===== config.mk =====
export PLATFORM = sky130hd
export DESIGN_NAME = regfile_wb_arbiter_flat
export DESIGN_NICKNAME = d
export VERILOG_FILES = /design/src/rtl/regfile_wb_arbiter_pkg.sv /design/src/rtl/regfile_wb_arbiter_if.sv /design/src/rtl/regfile_wb_arbiter_rr_arbiter.sv /design/src/rtl/regfile_wb_arbiter.sv /design/src/flat_wrapper.sv
export SDC_FILE = /design/constraint.sdc
export NUM_CORES = 1
export LEC_CHECK = 0
export CELL_PAD_IN_SITES_DETAIL_PLACEMENT = 1
export CELL_PAD_IN_SITES_GLOBAL_PLACEMENT = 1
export CORE_ASPECT_RATIO = 1.75
export CORE_MARGIN = 5
export CORE_UTILIZATION = 24
export CTS_BUF_LIST = sky130_fd_sc_hd__clkbuf_2 sky130_fd_sc_hd__clkbuf_4 sky130_fd_sc_hd__clkbuf_8
export DETAILED_ROUTE_END_ITERATION = 10
export GPL_TIMING_DRIVEN = 0
export PLACE_DENSITY = 0.85
export SYNTH_ARGS = -nofsm -noshare
export SYNTH_HDL_FRONTEND = slang
export SYNTH_SLANG_ARGS = --single-unit

===== constraint.sdc =====
create_clock -name clk -period 3 [get_ports clk]
set_input_delay 0.9 -clock clk [delete_from_list [all_inputs] [get_ports clk]]
set_output_delay 0.9 -clock clk [all_outputs]
set_load 0.005 [all_outputs]

===== src/rtl/regfile_wb_arbiter_pkg.sv =====
// Shared types and constants for the register-file writeback arbiter.
// Holds data/address widths, register count, output reset value and the
// index-width helper used to size grant ids.
package regfile_wb_arbiter_pkg;

    localparam int DATA_WIDTH = 32;
    localparam int ADDR_WIDTH = 5;
    localparam int REG_NUM    = 32;

    typedef logic [DATA_WIDTH-1:0] data_t;
    typedef logic [ADDR_WIDTH-1:0] regAddr_t;

    localparam data_t DATA_RST = '0;

    // Bits needed to encode an index in [0, n-1]; never less than one.
    function automatic int clog2(input int n);
        int w;
        w = 1;
        while ((1 << w) < n) begin
            w++;
        end
        return w;
    endfunction

endpackage


===== src/rtl/regfile_wb_arbiter_if.sv =====
// Writeback request bundle: per-requester valid/addr/data and one-hot ready.
// master: requester side (drives valid/addr/data); slave: arbiter side.
interface regfile_wb_arbiter_if
    import regfile_wb_arbiter_pkg::*;
#(
    parameter int NUM_REQ = 3,
    parameter int DATA_W  = DATA_WIDTH,
    parameter int ADDR_W  = ADDR_WIDTH
);

    logic [NUM_REQ-1:0]        req_valid;
    logic [NUM_REQ*ADDR_W-1:0] req_addr;
    logic [NUM_REQ*DATA_W-1:0] req_data;
    logic [NUM_REQ-1:0]        req_ready;

    modport master (
        output req_valid,
        output req_addr,
        output req_data,
        input  req_ready
    );

    modport slave (
        input  req_valid,
        input  req_addr,
        input  req_data,
        output req_ready
    );

endinterface


===== src/rtl/regfile_wb_arbiter_rr_arbiter.sv =====
// Combinational round-robin arbiter, reusable for any shared port.
// Ports: req (request vector), rrPtr (last winner), en -> gnt (one-hot), gntIdx.
module regfile_wb_arbiter_rr_arbiter
    import regfile_wb_arbiter_pkg::*;
#(
    parameter int NUM_REQ = 3,
    localparam int IDX_W  = clog2(NUM_REQ)
) (
    input  logic [NUM_REQ-1:0] req,
    input  logic [IDX_W-1:0]   rrPtr,
    input  logic               en,
    output logic [NUM_REQ-1:0] gnt,
    output logic [IDX_W-1:0]   gntIdx
);

    // Scan rrPtr+1, rrPtr+2, ... wrapping, and take the first requester.
    always_comb begin
        int  idx;
        logic found;
        gnt    = '0;
        gntIdx = '0;
        found  = 1'b0;
        idx    = 0;
        for (int k = 1; k <= NUM_REQ; k++) begin
            idx = int'(rrPtr) + k;
            if (idx >= NUM_REQ) begin
                idx = idx - NUM_REQ;
            end
            if (en && !found && req[idx]) begin
                found    = 1'b1;
                gnt[idx] = 1'b1;
                gntIdx   = IDX_W'(idx);
            end
        end
    end

endmodule


===== src/rtl/regfile_wb_arbiter.sv =====
// Shares the register file write port among NUM_REQ writeback requesters.
// Ports: clk, rst (sync, active-low), req (request bundle, slave),
//   wb_stall, we_o/wr_addr_o/wr_data_o (registered write port), grant_id_o.
// `define WB_FORWARD_EN adds rd_addr_a/b, rf_rd_a/b in and fwd_rd_a/b out.
module regfile_wb_arbiter
    import regfile_wb_arbiter_pkg::*;
#(
    parameter int NUM_REQ = 3,
    parameter int DATA_W  = DATA_WIDTH,
    parameter int ADDR_W  = ADDR_WIDTH,
    localparam int GID_W  = clog2(NUM_REQ)
) (
    input  logic              clk,
    input  logic              rst,
    regfile_wb_arbiter_if.slave req,
    input  logic              wb_stall,
    output logic              we_o,
    output logic [ADDR_W-1:0] wr_addr_o,
    output logic [DATA_W-1:0] wr_data_o,
    output logic [GID_W-1:0]  grant_id_o
`ifdef WB_FORWARD_EN
    ,
    input  logic [ADDR_W-1:0] rd_addr_a,
    input  logic [ADDR_W-1:0] rd_addr_b,
    input  logic [DATA_W-1:0] rf_rd_a,
    input  logic [DATA_W-1:0] rf_rd_b,
    output logic [DATA_W-1:0] fwd_rd_a,
    output logic [DATA_W-1:0] fwd_rd_b
`endif
);

    logic [NUM_REQ-1:0] gnt;
    logic [GID_W-1:0]   gntIdx;
    logic [GID_W-1:0]   rrPtr;
    logic               grantEn;
    logic [ADDR_W-1:0]  selAddr;
    logic [DATA_W-1:0]  selData;

    assign grantEn = rst & ~wb_stall;

    regfile_wb_arbiter_rr_arbiter #(
        .NUM_REQ (NUM_REQ)
    ) uArb (
        .req    (req.req_valid),
        .rrPtr  (rrPtr),
        .en     (grantEn),
        .gnt    (gnt),
        .gntIdx (gntIdx)
    );

    assign req.req_ready = gnt;
    assign selAddr = req.req_addr[int'(gntIdx)*ADDR_W +: ADDR_W];
    assign selData = req.req_data[int'(gntIdx)*DATA_W +: DATA_W];

    // A stall freezes everything, so the pending write is re-presented.
    always_ff @(posedge clk) begin
        if (!rst) begin
            we_o       <= 1'b0;
            wr_addr_o  <= '0;
            wr_data_o  <= DATA_W'(DATA_RST);
            grant_id_o <= '0;
            rrPtr      <= GID_W'(NUM_REQ - 1);
        end else if (!wb_stall) begin
            if (|gnt) begin
                we_o       <= (selAddr != '0);
                wr_addr_o  <= selAddr;
                wr_data_o  <= selData;
                grant_id_o <= gntIdx;
                rrPtr      <= gntIdx;
            end else begin
                we_o <= 1'b0;
            end
        end
    end

`ifdef WB_FORWARD_EN
    // we_o is never set for x0, so address 0 can never forward.
    assign fwd_rd_a = (we_o && rd_addr_a != '0 && wr_addr_o == rd_addr_a)
                    ? wr_data_o : rf_rd_a;
    assign fwd_rd_b = (we_o && rd_addr_b != '0 && wr_addr_o == rd_addr_b)
                    ? wr_data_o : rf_rd_b;
`endif

endmodule


===== src/flat_wrapper.sv =====
// flat-port wrapper written by rule: the top's interface ports become plain ports
module regfile_wb_arbiter_flat import regfile_wb_arbiter_pkg::*;
#(
    parameter int NUM_REQ = 3,
    parameter int DATA_W  = DATA_WIDTH,
    parameter int ADDR_W  = ADDR_WIDTH,
    localparam int GID_W  = clog2(NUM_REQ)
)
  (clk, rst, wb_stall, we_o, wr_addr_o, wr_data_o, grant_id_o, req_req_valid, req_req_addr, req_req_data, req_req_ready);
  regfile_wb_arbiter_if #(.NUM_REQ(NUM_REQ), .DATA_W(DATA_W), .ADDR_W(ADDR_W)) req_i ();
  input  logic clk;
  input  logic rst;
  input  logic wb_stall;
  output logic we_o;
  output logic [ADDR_W-1:0] wr_addr_o;
  output logic [DATA_W-1:0] wr_data_o;
  output logic [GID_W-1:0] grant_id_o;
  input wire logic [$bits(req_i.req_valid)-1:0] req_req_valid;
  input wire logic [$bits(req_i.req_addr)-1:0] req_req_addr;
  input wire logic [$bits(req_i.req_data)-1:0] req_req_data;
  output wire logic [$bits(req_i.req_ready)-1:0] req_req_ready;
  assign req_i.req_valid = req_req_valid;
  assign req_i.req_addr = req_req_addr;
  assign req_i.req_data = req_req_data;
  assign req_req_ready = req_i.req_ready;
  regfile_wb_arbiter #(.NUM_REQ(NUM_REQ), .DATA_W(DATA_W), .ADDR_W(ADDR_W)) u_core (.clk(clk), .rst(rst), .req(req_i), .wb_stall(wb_stall), .we_o(we_o), .wr_addr_o(wr_addr_o), .wr_data_o(wr_data_o), .grant_id_o(grant_id_o));
endmodule

After elaboration in Yosys (flattened, before gate mapping)
Index checks and enable logic that the tools add are counted.
- bits of input ports: 117
- flip-flop bits (word level): 42
- multipliers: 1
- add/sub/neg operators: 6
- order comparisons: 9
- bitwise operators: 4
- reductions and logical operators: 13
- muxes and demuxes: 27
- shift-type cells: 2
- operators with widths (cell ; count):
    32-bit by 1-bit greater-or-equal comparator with 1-bit output, second input constant ; 3
    32-bit by 4-bit < comparator with 1-bit output, second input constant ; 3
    32-bit two-way mux ; 3
    96-bit by 8-bit variable part select with 32-bit output ; 1
    32-bit by 3-bit greater-or-equal comparator with 1-bit output, second input constant ; 1
    15-bit by 32-bit variable part select with 5-bit output ; 1
    32-bit by 3-bit subtractor with 32-bit output, second input constant ; 1
    1-bit two-way mux ; 12
    3-bit two-way mux ; 3
    1-bit logical AND ; 8
    3-bit by 2-bit subtractor with 4-bit output, second input constant ; 2
    2-bit by 2-bit adder with 3-bit output, second input constant ; 2
    1-bit binary-select mux with 2-bit select ; 3
    1-bit demux with 2-bit select ; 3
    3-bit by 2-bit greater-or-equal comparator with 1-bit output, second input constant ; 2
    2-bit two-way mux ; 3
    3-bit OR ; 2
    2-bit by 3-bit multiplier with 5-bit output, second input constant ; 1
    5-bit nonzero test ; 1
    2-bit by 1-bit adder with 3-bit output, second input constant ; 1
    3-bit OR reduction ; 1
    1-bit logical NOT ; 2
    2-bit AND reduction ; 1
    1-bit AND ; 1
    1-bit inverter ; 1

Longest topological paths before layout
Gate-level depths: netlist of run 1.
- depth in word-level cells: 20
- mapped depth: 11
- mapped depth without buffers: 9

Cells and area by module
A second synthesis of run 1 with hierarchy kept.
- cells, all modules: 285
- area total of the unflattened synthesis: 2766.4 sq um
- modules (own cells, without submodules) (module ; instances ; area an instance (sq um) ; cells an instance ; sequential area each (sq um)):
    regfile_wb_arbiter ; 1 ; 2419.8 ; 237 ; 820.8
    regfile_wb_arbiter_rr_arbiter ; 1 ; 346.6 ; 48 ; 0.0

Least setup slack after synthesis of run 1
Ideal clock, no wire load.
- kind: reg2out
- start point: reg u_core.rrPtr[0]
- end point: out req_req_ready[0]
- data required time: 2100 ps
- path slack: 84 ps
- cell stages (with the launch flop): 9
- path buffers: 1
- arrival: 2016 ps
- cell sequence: dfxtp_1 > inv_1 > ha_1 > buf_6 > mux2i_1 > mux2_2 > nor3_2 > a211oi_4 > inv_4
- longest elaborated chain between the ends: 16
- elaborated cells on any way between the ends: 50
- those cells by class: add/sub (6); order compare (9); mux (23); bitwise (2); reduce/logical (10)
- RTL lines (item ; RTL line ; RTL):
    from (decl) ; regfile_wb_arbiter.sv:34 ; logic [GID_W-1:0] rrPtr;
    from (signal assigned) ; regfile_wb_arbiter.sv:62 ; rrPtr <= GID_W'(NUM_REQ - 1);
    from (signal assigned) ; regfile_wb_arbiter.sv:69 ; rrPtr <= gntIdx;
    branches (longest 15 deep; another with 32-bit by 3-bit subtractor with 32-bit output) ; - ;
    3-bit two-way mux (*) ; regfile_wb_arbiter_rr_arbiter.sv:29 ; if (en && !found && req[idx]) begin
    to (decl) ; flat_wrapper.sv:21 ; output wire logic [$bits(req_i.req_ready)-1:0] req_req_ready;
Mark *: on every way between the ends. The select of a mux whose other input is x is not followed.

Worst setup path in the final report of run 1
- start point: reg u_core.rrPtr[0]
- end point: out req_req_ready[2]
Same word-level chain as after synthesis.

==> run metrics, run 1 <==
via count 3206; dpl cell area 4480 um2; vias in the first global route 3613; grt total ovfl 0; CP Capture Type output port; area share of the largest cell type after synthesis 0.301; Pre-Repair DR Iteration Count 4; CTS hold repair buffers 0; Hold Vio Cnt, Final 0; clock root buffer clkbuf_8; ys async rst share 0; RR Startpoint u_core.rrPtr[0]; Post-Synthesis Cell Area 2720 um2; YS warnings 0; Hold WC Path Type reg -> reg; Initial Utilization 0.245; largest net degree at the start of global routing 14; core area 11100 um2; Seq. cell area 826 um2; clk sinks 41; CTS tree done; CP Class reg -> out; worst-skew pair later-pin latency 300 ps; R2R depth 11; CP Data Arrival Time 2320 ps; Setup Skew 7.79 ps; Crit path required time 2100 ps; Worst-Margin Slew 569 ps; minimum clock period 3220 ps; sequential share of power 0.240; Fillers 1326; Syn-to-layout area delta 79.3%; DRC Markers 0; first-pass GRT wire length 19100 um; Die ar. 13700 um2; Setup-failing EPs final 3; total routed wirelength 12400 um; max-slew violations 0; WHS Path Cells 2; Clock Path Buffers 2; P_int 0.00252 W; worst hold slack 463 ps; Worst-path clk slew 80 ps; initial antenna violation count 0; syn_nets 443; Routability Congestion 0.847; Initial DRC Count 68; CP startpoint u_core.rrPtr[0]; Combinational Power Share 0.622; remaining antenna violation count 0; Max-Cap Viols 0; CP Launch Type flip-flop; ant diodes 0; clock buffer count from CTS 5; drt wl/cell 19.4 um; CP cell instances clkinvlp_4, ha_4, buf_8, mux2i_1, mux2_4, buf_6, o41ai_4, buf_2; nets@finish 627; NetSw 0.00139 W; sequential-to-total area share from yosys stat 0.301; Multi-input gate area 1780 um2; largest cells by area after synthesis dfxtp_1 (30%), mux2i_1 (14%), o2bb2ai_1 (12%); Synth Area per Inst 8.49 um2; Ports 160; pwr dens 801 nW/um2; num rows 51; Die W 90.5 um; Crit path largest cell delay 390 ps; status finished with violations; Max VDD drop 599 uV; most used flip-flop cell after synthesis dfxtp_1; Synth Instances 321; CP Max Fanout 5; Net Sw Frac 0.357; Rel. slew slack 0.621; synth unique cells 48; leakage 2.11 nW; violated checks negative setup slack; Critical Path Slowest Stage Cell o41ai_4; fmax 310 MHz; Total GRT Usage 0.177; setup ws final -221 ps; RSZ-0062 raised after global routing true; Synth Register Bits 41; Post-synth EDFFs 0; share of layout cells above drive strength 1 0.152; Final Cycle Share 1.07; clock share of power 0.138; final instance area 4880 um2; # port buffers 159; H-tree depth 2; Hold Path Origin u_core.wr_data_o[2]; die height 151 um; vias per inst 5.03; Yosys top cell by area dfxtp_1; DP HPWL 9610 um
-- final timing paths --
kind | slack [ps] | end
worst min register to register | 460 | u_core.wr_data_o[2]
worst min-delay path | 460 | u_core.wr_data_o[2]
worst max register to register | 70 | u_core.wr_data_o[3]
worst max-delay path | -220 | req_req_ready[2]
-- sequential cells by signal (all words and copies together), names as in the netlist --
signal	flops
u_core.wr_addr_o	5
u_core.grant_id_o	1
u_core.wr_data_o	32
u_core.rrPtr	2
u_core.we_o	1
-- layout by cell type, fill, tap and decap left out, types with 3 or more instances in the layout --
cell and instances:
a21oi_1 39, buf_4 19, inv_1 3, nand3_1 3, ha_1 4, buf_6 4, nand2_1 76, dfxtp_1 39
buf_2 7, mux2i_1 37, clkbuf_2 5, clkbuf_1 7, clkdlybuf4s50_1 151, o2bb2ai_1 36, nor3_1 8, clkbuf_8 5
buf_12 4
-- through the flow --
| step | instances | setup WS [ps] | utilization | TNS, ps | power, W |
|---|---|---|---|---|---|
| after detailed placement | 612 | -1190 | 0.404 | -25210 | 0.00306 |
| after floorplan | 321 | 84.2 | - | 0 | 0.00207 |
| after CTS | 638 | -199 | 0.439 | -385 | 0.00393 |
| after global placement | 612 | -1160 | 0.404 | -21310 | 0.00297 |
| after global routing | 638 | -299 | 0.440 | -1810 | 0.00415 |
| final | 638 | -221 | 0.440 | -469 | 0.00391 |
-- cell type report --
class,instances,share of cell area
clock buffer,5,0.0141
clock inverter,3,0.0133
inverter,6,0.00589
multi-input combinational,248,0.365
sequential,41,0.169
buffer,26,0.0392
tap,132,0.0338
timing repair buffer,177,0.360
-- power by group through the flow --
| stage | clock network, W | logic (W) | registers, W |
|---|---|---|---|
| final | 0.000540 | 0.00243 | 0.000938 |
| after global routing | 0.000575 | 0.00261 | 0.000968 |
| after CTS | 0.000560 | 0.00243 | 0.000940 |
| after detailed placement | 0 | 0.00210 | 0.000954 |
| after global placement | 0 | 0.00203 | 0.000943 |
| after floorplan | 0 | 0.00111 | 0.000959 |
-- routing by layer --
layer  vias to the layer above  global-route usage  part of all wire
met3                        26              0.0323             0.043
met2                       104               0.342              0.56
met1                      1546               0.177              0.36
li1                       1530                   -                 -
met5                         -                   0                 0
met4                         0              0.0879             0.040
-- Yosys cell counts, drive strengths merged (2+ instances only) --
cell     number
or3b          2
o2111ai       2
a211oi        3
nand2        77
o311ai        2
nor3          9
inv           6
buf          14
nand3         3
o211ai        2
o2bb2ai      36
o31ai         2
and2          2
a21o          2
a21oi        40
nor3b         2
mux2          2
mux2i        38
dfxtp        41
clkbuf       12
ha            5
o21ai         5
-- kinds of logic (layout without fill, tap and decap cells) --
logic type,after synthesis,count (layout),share of synthesized area
buffers and inverters,32,217,0.0758
adders and majority gates,5,5,0.0230
AOI/OAI and AO/OA,102,102,0.280
DFF,41,41,0.301
muxes,40,40,0.151
and+or+nand+nor,101,101,0.170
-- worst max-delay path: cells and delay by family, from the launching register on --
kind,cells,cell delay [ps]
compound gates,1,390
fa+ha+maj,1,340
buf+inv,4,540
flops,1,370
mux,2,380
-- what timing repair did --
action | 4_1_cts | 5_1_grt
setup endpoints to repair | 36 | 36
resized for setup | 51 | 6
pin swaps | 8 | 0
endpoints found under the hold margin | 0 | 0
gates cloned | 1 | 0
buffers inserted | 17 | 0
(Power assumes the default switching activity.)
==> inputs of run 2 (changes only) <==
--- a/config.mk
+++ b/config.mk
@@ -5,6 +5,7 @@
 export SDC_FILE = /design/constraint.sdc
 export NUM_CORES = 1
 export LEC_CHECK = 0
+export ABC_CLOCK_PERIOD_IN_PS = 3000
 export CELL_PAD_IN_SITES_DETAIL_PLACEMENT = 1
 export CELL_PAD_IN_SITES_GLOBAL_PLACEMENT = 1
 export CORE_ASPECT_RATIO = 1.75
==> results of run 2 <==
The final DEF is identical to that of run 1; final timing and power are the same.
